`src/rtl/bcd_display_driver.sv`:
```
// 8-bit capture -> sequential double-dabble -> 4-digit multiplexed 7-seg scan; bcd_o commits 9 edges after load.
// Loads arriving while busy park in a one-deep last-wins slot; BCD_DISPLAY_SIGNED_EN adds two's-complement sign on digit 3.
module bcd_display_driver #(
  parameter int unsigned SCAN_DIV = 1024,
  parameter bit          BLANK_LZ = 1'b1
) (
  input  logic        clk,
  input  logic        rst,
  input  logic [7:0]  data_i,
  input  logic        load,
  output logic [6:0]  seg_o,
  output logic [3:0]  digit_o,
  output logic [11:0] bcd_o,
  output logic        busy
);

  localparam logic [15:0] SCAN_TC = 16'(SCAN_DIV - 1);

  typedef enum logic [1:0] {
    S_IDLE,
    S_CONV,
    S_COMMIT
  } state_t;

  function automatic logic [6:0] seg_of(input logic [3:0] d);
    logic [6:0] s;
    case (d)
      4'd0:    s = 7'h3F;
      4'd1:    s = 7'h06;
      4'd2:    s = 7'h5B;
      4'd3:    s = 7'h4F;
      4'd4:    s = 7'h66;
      4'd5:    s = 7'h6D;
      4'd6:    s = 7'h7D;
      4'd7:    s = 7'h07;
      4'd8:    s = 7'h7F;
      4'd9:    s = 7'h6F;
      default: s = 7'h00;
    endcase
    return s;
  endfunction

  function automatic logic [3:0] add3(input logic [3:0] n);
    return (n >= 4'd5) ? n + 4'd3 : n;
  endfunction

  // Magnitude fed to the converter; 0x80 negates to itself, which reads as 128.
  function automatic logic [7:0] magnitude(input logic [7:0] raw);
`ifdef BCD_DISPLAY_SIGNED_EN
    return raw[7] ? 8'(8'd0 - raw) : raw;
`else
    return raw;
`endif
  endfunction

  state_t      r_state;
  logic [7:0]  r_shift;
  logic [11:0] r_scratch;
  logic [2:0]  r_iter;
  logic        r_pend_vld;
  logic [7:0]  r_pend_dat;
  logic [11:0] r_bcd;
  logic        r_busy;
  logic [15:0] r_presc;
  logic [1:0]  r_idx;
  logic [3:0]  r_digit;
  logic [6:0]  r_seg;
`ifdef BCD_DISPLAY_SIGNED_EN
  logic        r_sign_conv;
  logic        r_sign;
`endif

  logic [11:0] w_adj;
  logic [7:0]  w_restart_raw;
  logic        w_restart;
  logic        w_tc;
  logic [1:0]  w_idx_nxt;
  logic        w_sign;
  logic        w_blank_h;
  logic        w_blank_t;
  logic [6:0]  w_seg_nxt;

  assign w_adj = {add3(r_scratch[11:8]), add3(r_scratch[7:4]), add3(r_scratch[3:0])};

  // A load coinciding with commit outranks the parked value: last write wins.
  assign w_restart     = load | r_pend_vld;
  assign w_restart_raw = load ? data_i : r_pend_dat;

  always_ff @(posedge clk or posedge rst) begin
    if (rst) begin
      r_state     <= S_IDLE;
      r_shift     <= 8'd0;
      r_scratch   <= 12'd0;
      r_iter      <= 3'd0;
      r_pend_vld  <= 1'b0;
      r_pend_dat  <= 8'd0;
      r_bcd       <= 12'd0;
      r_busy      <= 1'b0;
`ifdef BCD_DISPLAY_SIGNED_EN
      r_sign_conv <= 1'b0;
      r_sign      <= 1'b0;
`endif
    end else begin
      case (r_state)
        S_IDLE: begin
          if (load) begin
            r_shift     <= magnitude(data_i);
            r_scratch   <= 12'd0;
            r_iter      <= 3'd0;
            r_busy      <= 1'b1;
            r_state     <= S_CONV;
`ifdef BCD_DISPLAY_SIGNED_EN
            r_sign_conv <= data_i[7];
`endif
          end
        end
        S_CONV: begin
          {r_scratch, r_shift} <= {w_adj[10:0], r_shift, 1'b0};
          r_iter <= r_iter + 3'd1;
          if (r_iter == 3'd7) begin
            r_state <= S_COMMIT;
          end
          if (load) begin
            r_pend_vld <= 1'b1;
            r_pend_dat <= data_i;
          end
        end
        S_COMMIT: begin
          r_bcd <= r_scratch;
`ifdef BCD_DISPLAY_SIGNED_EN
          r_sign <= r_sign_conv;
`endif
          r_pend_vld <= 1'b0;
          if (w_restart) begin
            r_shift     <= magnitude(w_restart_raw);
            r_scratch   <= 12'd0;
            r_iter      <= 3'd0;
            r_state     <= S_CONV;
`ifdef BCD_DISPLAY_SIGNED_EN
            r_sign_conv <= w_restart_raw[7];
`endif
          end else begin
            r_busy  <= 1'b0;
            r_state <= S_IDLE;
          end
        end
        default: begin
          r_busy  <= 1'b0;
          r_state <= S_IDLE;
        end
      endcase
    end
  end

`ifdef BCD_DISPLAY_SIGNED_EN
  assign w_sign = r_sign;
`else
  assign w_sign = 1'b0;
`endif

  assign w_tc      = (r_presc == SCAN_TC);
  assign w_idx_nxt = w_tc ? r_idx + 2'd1 : r_idx;
  assign w_blank_h = BLANK_LZ && (r_bcd[11:8] == 4'd0);
  assign w_blank_t = w_blank_h && (r_bcd[7:4] == 4'd0);

  always_comb begin
    w_seg_nxt = 7'h00;
    case (w_idx_nxt)
      2'd0: w_seg_nxt = seg_of(r_bcd[3:0]);
      2'd1: w_seg_nxt = w_blank_t ? 7'h00 : seg_of(r_bcd[7:4]);
      2'd2: w_seg_nxt = w_blank_h ? 7'h00 : seg_of(r_bcd[11:8]);
      2'd3: w_seg_nxt = w_sign ? 7'h40 : 7'h00;
      default: w_seg_nxt = 7'h00;
    endcase
  end

  // Digit select and segments are registered from the same next index so they never skew.
  always_ff @(posedge clk or posedge rst) begin
    if (rst) begin
      r_presc <= 16'd0;
      r_idx   <= 2'd0;
      r_digit <= 4'b0001;
      r_seg   <= 7'h3F;
    end else begin
      r_presc <= w_tc ? 16'd0 : r_presc + 16'd1;
      r_idx   <= w_idx_nxt;
      r_digit <= 4'b0001 << w_idx_nxt;
      r_seg   <= w_seg_nxt;
    end
  end

  assign seg_o   = r_seg;
  assign digit_o = r_digit;
  assign bcd_o   = r_bcd;
  assign busy    = r_busy;

endmodule

```
`config.mk`:
```
export PLATFORM = sky130hd
export DESIGN_NAME = bcd_display_driver
export DESIGN_NICKNAME = d
export VERILOG_FILES = /design/src/rtl/bcd_display_driver.sv
export SDC_FILE = /design/constraint.sdc
export NUM_CORES = 1
export LEC_CHECK = 0
export BUFFER_PORTS_ARGS = -buffer_cell sky130_fd_sc_hd__buf_2
export CORE_UTILIZATION = 50
export CTS_CLUSTER_SIZE = 40
export DETAILED_ROUTE_END_ITERATION = 10
export PLACE_DENSITY = 0.69
export SLEW_MARGIN = 20
export SYNTH_ARGS = -nofsm -noshare
export SYNTH_HDL_FRONTEND = slang
export SYNTH_SLANG_ARGS = --single-unit
```
`constraint.sdc`:
```
create_clock -name clk -period 3 [get_ports clk]
set_clock_uncertainty 0.1 [all_clocks]
set_input_delay 0.3 -clock clk [delete_from_list [all_inputs] [get_ports clk]]
set_output_delay 0.3 -clock clk [all_outputs]
set_load 0.05 [all_outputs]
```
==> metrics.cfg, run 1 <==
[yosys]
synth_seq_area_share_pct=43.88
synthAdderAreaFrac_pct=8.333
synth_top_area_share_pct=39.66
syn-instance-count=452
synth-compound-area-share_pct=15.66
syn_nets=492
ys.flop_type=dfrtp_1
synth_top_family_by_area=simple AND/OR/NAND/NOR gates
yosysWarningCount=0
synth_top_cell_by_area=dfrtp_1
ys_types=61
synthMuxAreaShare_pct=6.667
yosys.area_share.simple_pct=17.13
synthXorXnorAreaFrac_pct=3.822
ys_ff_latch=76
syn_area_per_cell_um2=9.633
synth_area_leaders=dfrtp_1, ha_1, mux2_2
synth-async-reset-ratio_pct=100.0
syn_area_um2=4354
synth_edf_count=0

[global_route]
grt_pass1_vias=3309
grt_pass1_wl_um=15300
grt_max_degree=49
grt-ovfl-total=0
antenna_found_initial=0
grt_use_total_pct=21.77

[cells_and_area]
final_common_cell=dfrtp_1
drive_gt1_share_pct=19.63
final_util_pct=58.49
area_growth_pct=12.04
mostFrequentLayoutCells=dfrtp_1, nand2_1, o21ai_0, nor2_1, buf_2
antenna_cells=0
nNetsFinal=524
final_cell_area_um2=4878

[cts]
cts_tree=done
cts_setup_buffers=0
insertion_delay_ps=350
cts_made_buffers=9
cts_root_buf=clkbuf_8
clk_path_buf_depth=2
clk_pin_slew_ps=80
htree_levels=3
clock-sinks=76

[timing]
rsz0062_at_grt=no
finalCriticalPeriod_ps=2472
finalSetupViolCount=0
slew-limit-headroom_pct=55.30
final-hold-violation-count=0
worst_pin_slew_ps=665.6
fin_setup_tns_ps=0
final_max_slew_viol_count=0
fin_crit_sh_pct=82.39
timing.fmax_ghz=0.4046

[critical_path]
worst-setup-path-type=reg -> reg
r2r_start=r_presc[11]
crit_required_ps=3170
r2r-end=seg_o[0]
reg2reg_slack_ps=530
cp-start-kind=register
arrival_ps=2640
path_max_fanout=16
reg2regPathDepth=5
cp-end-kind=register
critPathLaunch=r_presc[11]

[min_path]
hold_start=data_i[5]
hold_path_class=in -> reg
holdPathEnd=r_pend_dat[5]
holdPathStages=2

[die]
die-area_um2=9086
rows=33
die_height_um=95.32
io_pins=35
die_width_um=95.32
core_area_um2=8341
start_util_pct=52.21

[power_and_ir_drop]
p_leak_nw=2.205
irDropWorstVdd_mv=0.4482
p_sw_mw=1.208
p_comb_share_pct=31.9
intPower_mw=2.182
seqPwrFrac_pct=40.3
swShare_pct=35.63
clockPowerShare_pct=27.8
power.density_nw_per_um2=694.9

[detailed_routing]
first_pass_iters=4
drt-total-wl_um=8985
drt-initial-drc-count=154
ant_nets=0
wl_per_cell_um=15.13
viasPerCell=5.643
num_vias=3352
drc_errors=0

[placement]
place.gp.congestion=0.8164
io_buffers=34
postPlaceCellArea_um2=4629
dp_hpwl_um=6342

[status]
outcome=completed

[run]
drv_cap=0

metal layers:
layer | part of all wire, % | GRT usage [%] | up-vias | wire length (µm)
met5 | 0 | 0 | - | 0
met4 | 2.1 | 9.091 | 0 | 185
met3 | 3.4 | 3.987 | 16 | 308
met2 | 49 | 37.08 | 73 | 4361
met1 | 46 | 27.01 | 1619 | 4129
li1 | - | - | 1644 | -
area by class of cell:
| class | instances | area [µm²] |
|---|---|---|
| clock inverter | 6 | 111.4 |
| timing repair buffer | 42 | 245.2 |
| tap | 105 | 131.4 |
| inverter | 27 | 101.3 |
| multi-input combinational | 328 | 2251 |
| sequential | 76 | 1911 |
| clock buffer | 10 | 127.6 |
| fill | 740 | 3462 |
worst max path at each step:
stage                to  slack, ps
3_3_place_gp   seg_o[0]        590
2_1_floorplan  seg_o[6]        470
3_5_place_dp   seg_o[0]        560
4_1_cts        seg_o[0]        540
6_report       seg_o[0]        530
5_1_grt        seg_o[3]        410
logic make-up (layout without fill, tap and decap cells):
kind of cell / count (synthesis) / after routing
simple gates: 150 / 150
compound gates: 105 / 105
flops: 76 / 76
buf+inv: 48 / 85
fa+ha+maj: 29 / 29
mux: 25 / 25
xor+xnor: 19 / 19
through the flow:
stage               hold WS [ps]  total power [mW]  setup WS [ps]  cells
finish                     105.7             3.390          528.2    594
global route               93.04             3.608          413.6    594
CTS                        92.22             3.422          537.9    594
detailed placement         325.0             2.469          558.2    577
global placement           319.5             2.424          594.2    577
floorplan                  347.9             2.188          466.3    452
critical path: stages, from the launching register on:
cell      delay, ps
dfrtp_1         430
or4_4           580
or4_4           690
mux2i_4         250
a21boi_2        170
a32oi_1         160
repair_timing:
action                    4_1_cts  5_1_grt
hold buffers                    1        0
hold endpoints to repair       28        0
gates resized for setup         0        0
synthesized netlist by cell type, types with 9 or more instances:
library cell  number
nand2b_1          12
nor3_1            18
inv_1             24
nor2_1            34
xnor2_1           10
xor2_1             9
clkbuf_1          16
a21oi_1           18
nand2_1           52
ha_1              29
mux2_2            19
dfrtp_1           69
o21ai_0           34
state kept, by name (all words and copies together) (netlist names), 3 cells and up:
| register | flops |
|---|---|
| r_scratch | 12 |
| seg_o | 7 |
| r_presc | 16 |
| digit_o | 4 |
| bcd_o | 12 |
| r_shift | 8 |
| r_iter | 3 |
| r_pend_dat | 8 |
power by group through the flow:
stage	clock network (mW)	logic, mW	registers [mW]
after global placement	0	1.05	1.38
after global routing	1.01	1.21	1.39
final	0.942	1.08	1.37
after floorplan	0	0.674	1.51
after detailed placement	0	1.08	1.38
after CTS	0.966	1.09	1.37
No activity file was read; power rests on OpenSTA's default activity.
==> run 2: changes to the inputs <==
- ABC_AREA: default -> 1
- clock period: 3 -> 2.51 ns (I/O delays scaled with it)
==> run 2 against run 1 <==
Sequential power is 25% higher. Final area shrank 1.5%. Clock-buffer cell count did not move. Area after synthesis is 0.80% lower. Register-to-register slack better by 70 ps. Highest routed layer unchanged. Critical path depth up 3.
==> metrics.cfg, run 2 <==
[critical_path]
path_max_fanout=34
crit_required_ps=2680
path_delay_family=buffers and inverters
arrival_ps=2080
critPathSlowestCell=dfrtp_1
slowest_delay_ps=380
path_buf_inv=3
worst-setup-path-type=reg -> reg
crit_chain=inv_1 > ha_1 > inv_1 > nor2_1 > nor3_2 > buf_4 > nand2_2 > o21ai_0
critPathMostFrequentCell=inv_1
cp-start-kind=register
cp-end-kind=register

[global_route]
grt_pass1_wl_um=14920
antenna_found_initial=0
grt_use_total_pct=21.26
grt_max_degree=77
grt-ovfl-total=0
grt_pass1_vias=3458

[yosys]
synth-async-reset-ratio_pct=100.0
syn_nets=570
synth_edf_count=0
ys_types=35
ys_ff_latch=76
syn_area_um2=4319
ys.flop_type=dfrtp_1
synth_top_cell_by_area=dfrtp_1
synthTopCellsByCount=nand2_1, inv_1, dfrtp_1
syn_area_per_cell_um2=8.149
synth_top_area_share_pct=39.98
yosysMostFrequentCell=nand2_1
yosysWarningCount=0
syn-instance-count=530
synth_area_leaders=dfrtp_1, nand2_1, ha_1
synth_seq_area_share_pct=44.24

[cts]
htree_levels=3
clock-sinks=76
insertion_delay_ps=350
cts_setup_buffers=0
cts_root_buf=clkbuf_8
cts.repair.resized=0
cts_tree=done
cts_hold_buf=1
cts_made_buffers=9
clk_pin_slew_ps=90
clk_path_buf_depth=2

[cells_and_area]
layout.cells.non_filler=677
antenna_cells=0
regMostFlops=r_presc
n_fill_cell=734
drive_gt1_share_pct=14.86
mostFrequentLayoutCells=nand2_1, inv_1, dfrtp_1
largest_reg_flops=16
nNetsFinal=607
final_common_cell=nand2_1
area_growth_pct=11.27
final_cell_area_um2=4806

[power_and_ir_drop]
power.density_nw_per_um2=953.7
swShare_pct=42.92
seqPwrFrac_pct=37.3
p_comb_share_pct=41.7
intPower_mw=2.616
clockPowerShare_pct=20.9
p_leak_nw=2.419
p_sw_mw=1.967
irDropWorstVdd_mv=0.4954

[timing]
fin_crit_sh_pct=76.06
finalSetupViolCount=0
fin_setup_tns_ps=0
worst_pin_slew_ps=469.4
final_max_slew_viol_count=0
rsz0062_at_grt=no
final-hold-violation-count=0
timing.fmax_ghz=0.5238
fin_ws_ps=600.8
finalCriticalPeriod_ps=1909
slew-limit-headroom_pct=68.71
fin_hold_ws_ps=96.07

[placement]
dp_hpwl_um=6086
place.gp.congestion=0.8664
place_ws_ps=627.3
dp_cells=660
postPlaceCellArea_um2=4594
io_buffers=34

[detailed_routing]
drc_errors=0
num_vias=3545
drt-total-wl_um=8508
first_pass_iters=4
wl_per_cell_um=12.57
viasPerCell=5.236
ant_nets=0
drt-initial-drc-count=188

[die]
io_pins=35
rows=33
core_area_um2=8299
start_util_pct=52.04
die_width_um=94.94
die_height_um=94.94
die-area_um2=9014

[status]
outcome=completed

[run]
drv_cap=0

[min_path]
hold_path_class=in -> reg

[run 2: cell count changes after synthesis, sizes merged, moves of 19 or more]
| cell | change |
|---|---|
| nand2 | +56 |
| inv | +54 |
| nand3 | +33 |
| mux2 | -19 |
| o21ai | +19 |
[run 2: tightest hold or removal path: cells and delay by family]
family / cells / cell delay, ps
buf+inv: 2 / 170
compound gates: 1 / 80
[run 2: layout make-up]
cell class                      instances  area, µm²  area share, %
Sequential cell                        76       1911          39.76
Clock buffer                           10      137.6          2.864
Tap cell                              105      131.4          2.734
Clock inverter                          6      63.81          1.328
Timing Repair Buffer                   38      215.2          4.478
Multi-Input combinational cell        363       2051          42.67
Inverter                               79      296.5          6.170
[run 2: worst paths after layout]
check	from	end	slack [ps]	cells past startpoint
setup / recovery	r_state[0]	r_iter[0]	600	8
hold / removal	data_i[6]	r_pend_dat[6]	100	3
setup reg to reg	r_state[0]	r_iter[0]	600	8
hold reg to reg	r_presc[0]	r_presc[0]	380	1
max in group asynchronous	rst	seg_o[1]	1520	4
min in group asynchronous	rst	r_presc[6]	420	4
[run 2: metrics by stage]
stage	utilization (%)	total power, mW
floorplan	-	3.206
global placement	55.36	3.576
detailed placement	55.36	3.638
CTS	57.91	4.599
global route	57.91	4.971
finish	57.91	4.583
[run 2: routing by layer]
| metal | global-route usage (%) | up-vias | wire length [µm] |
|---|---|---|---|
| met5 | 0 | - | 0 |
| met4 | 8.838 | 0 | 137 |
| met3 | 4.831 | 12 | 312 |
| met2 | 34.95 | 81 | 3901 |
| met1 | 26.89 | 1655 | 4157 |
| li1 | - | 1797 | - |
[run 2: cells by family after synthesis]
kind of cell             after synthesis  share of synthesized area (%)
AND/OR/NAND/NOR                      215                          23.09
AO/OA/AOI/OAI                        106                          13.35
buffers and inverters                 91                          8.285
XOR/XNOR                              13                          2.636
flip-flops                            76                          44.24
adder cells (fa/ha/maj)               29                          8.401
[run 2: power groups by stage]
stage	Clock [mW]	Combinational [mW]	Sequential (mW)
CTS	0.978	1.91	1.71
global placement	0	1.85	1.73
floorplan	0	1.17	2.04
detailed placement	0	1.90	1.73
finish	0.959	1.91	1.71
global route	1.04	2.18	1.75
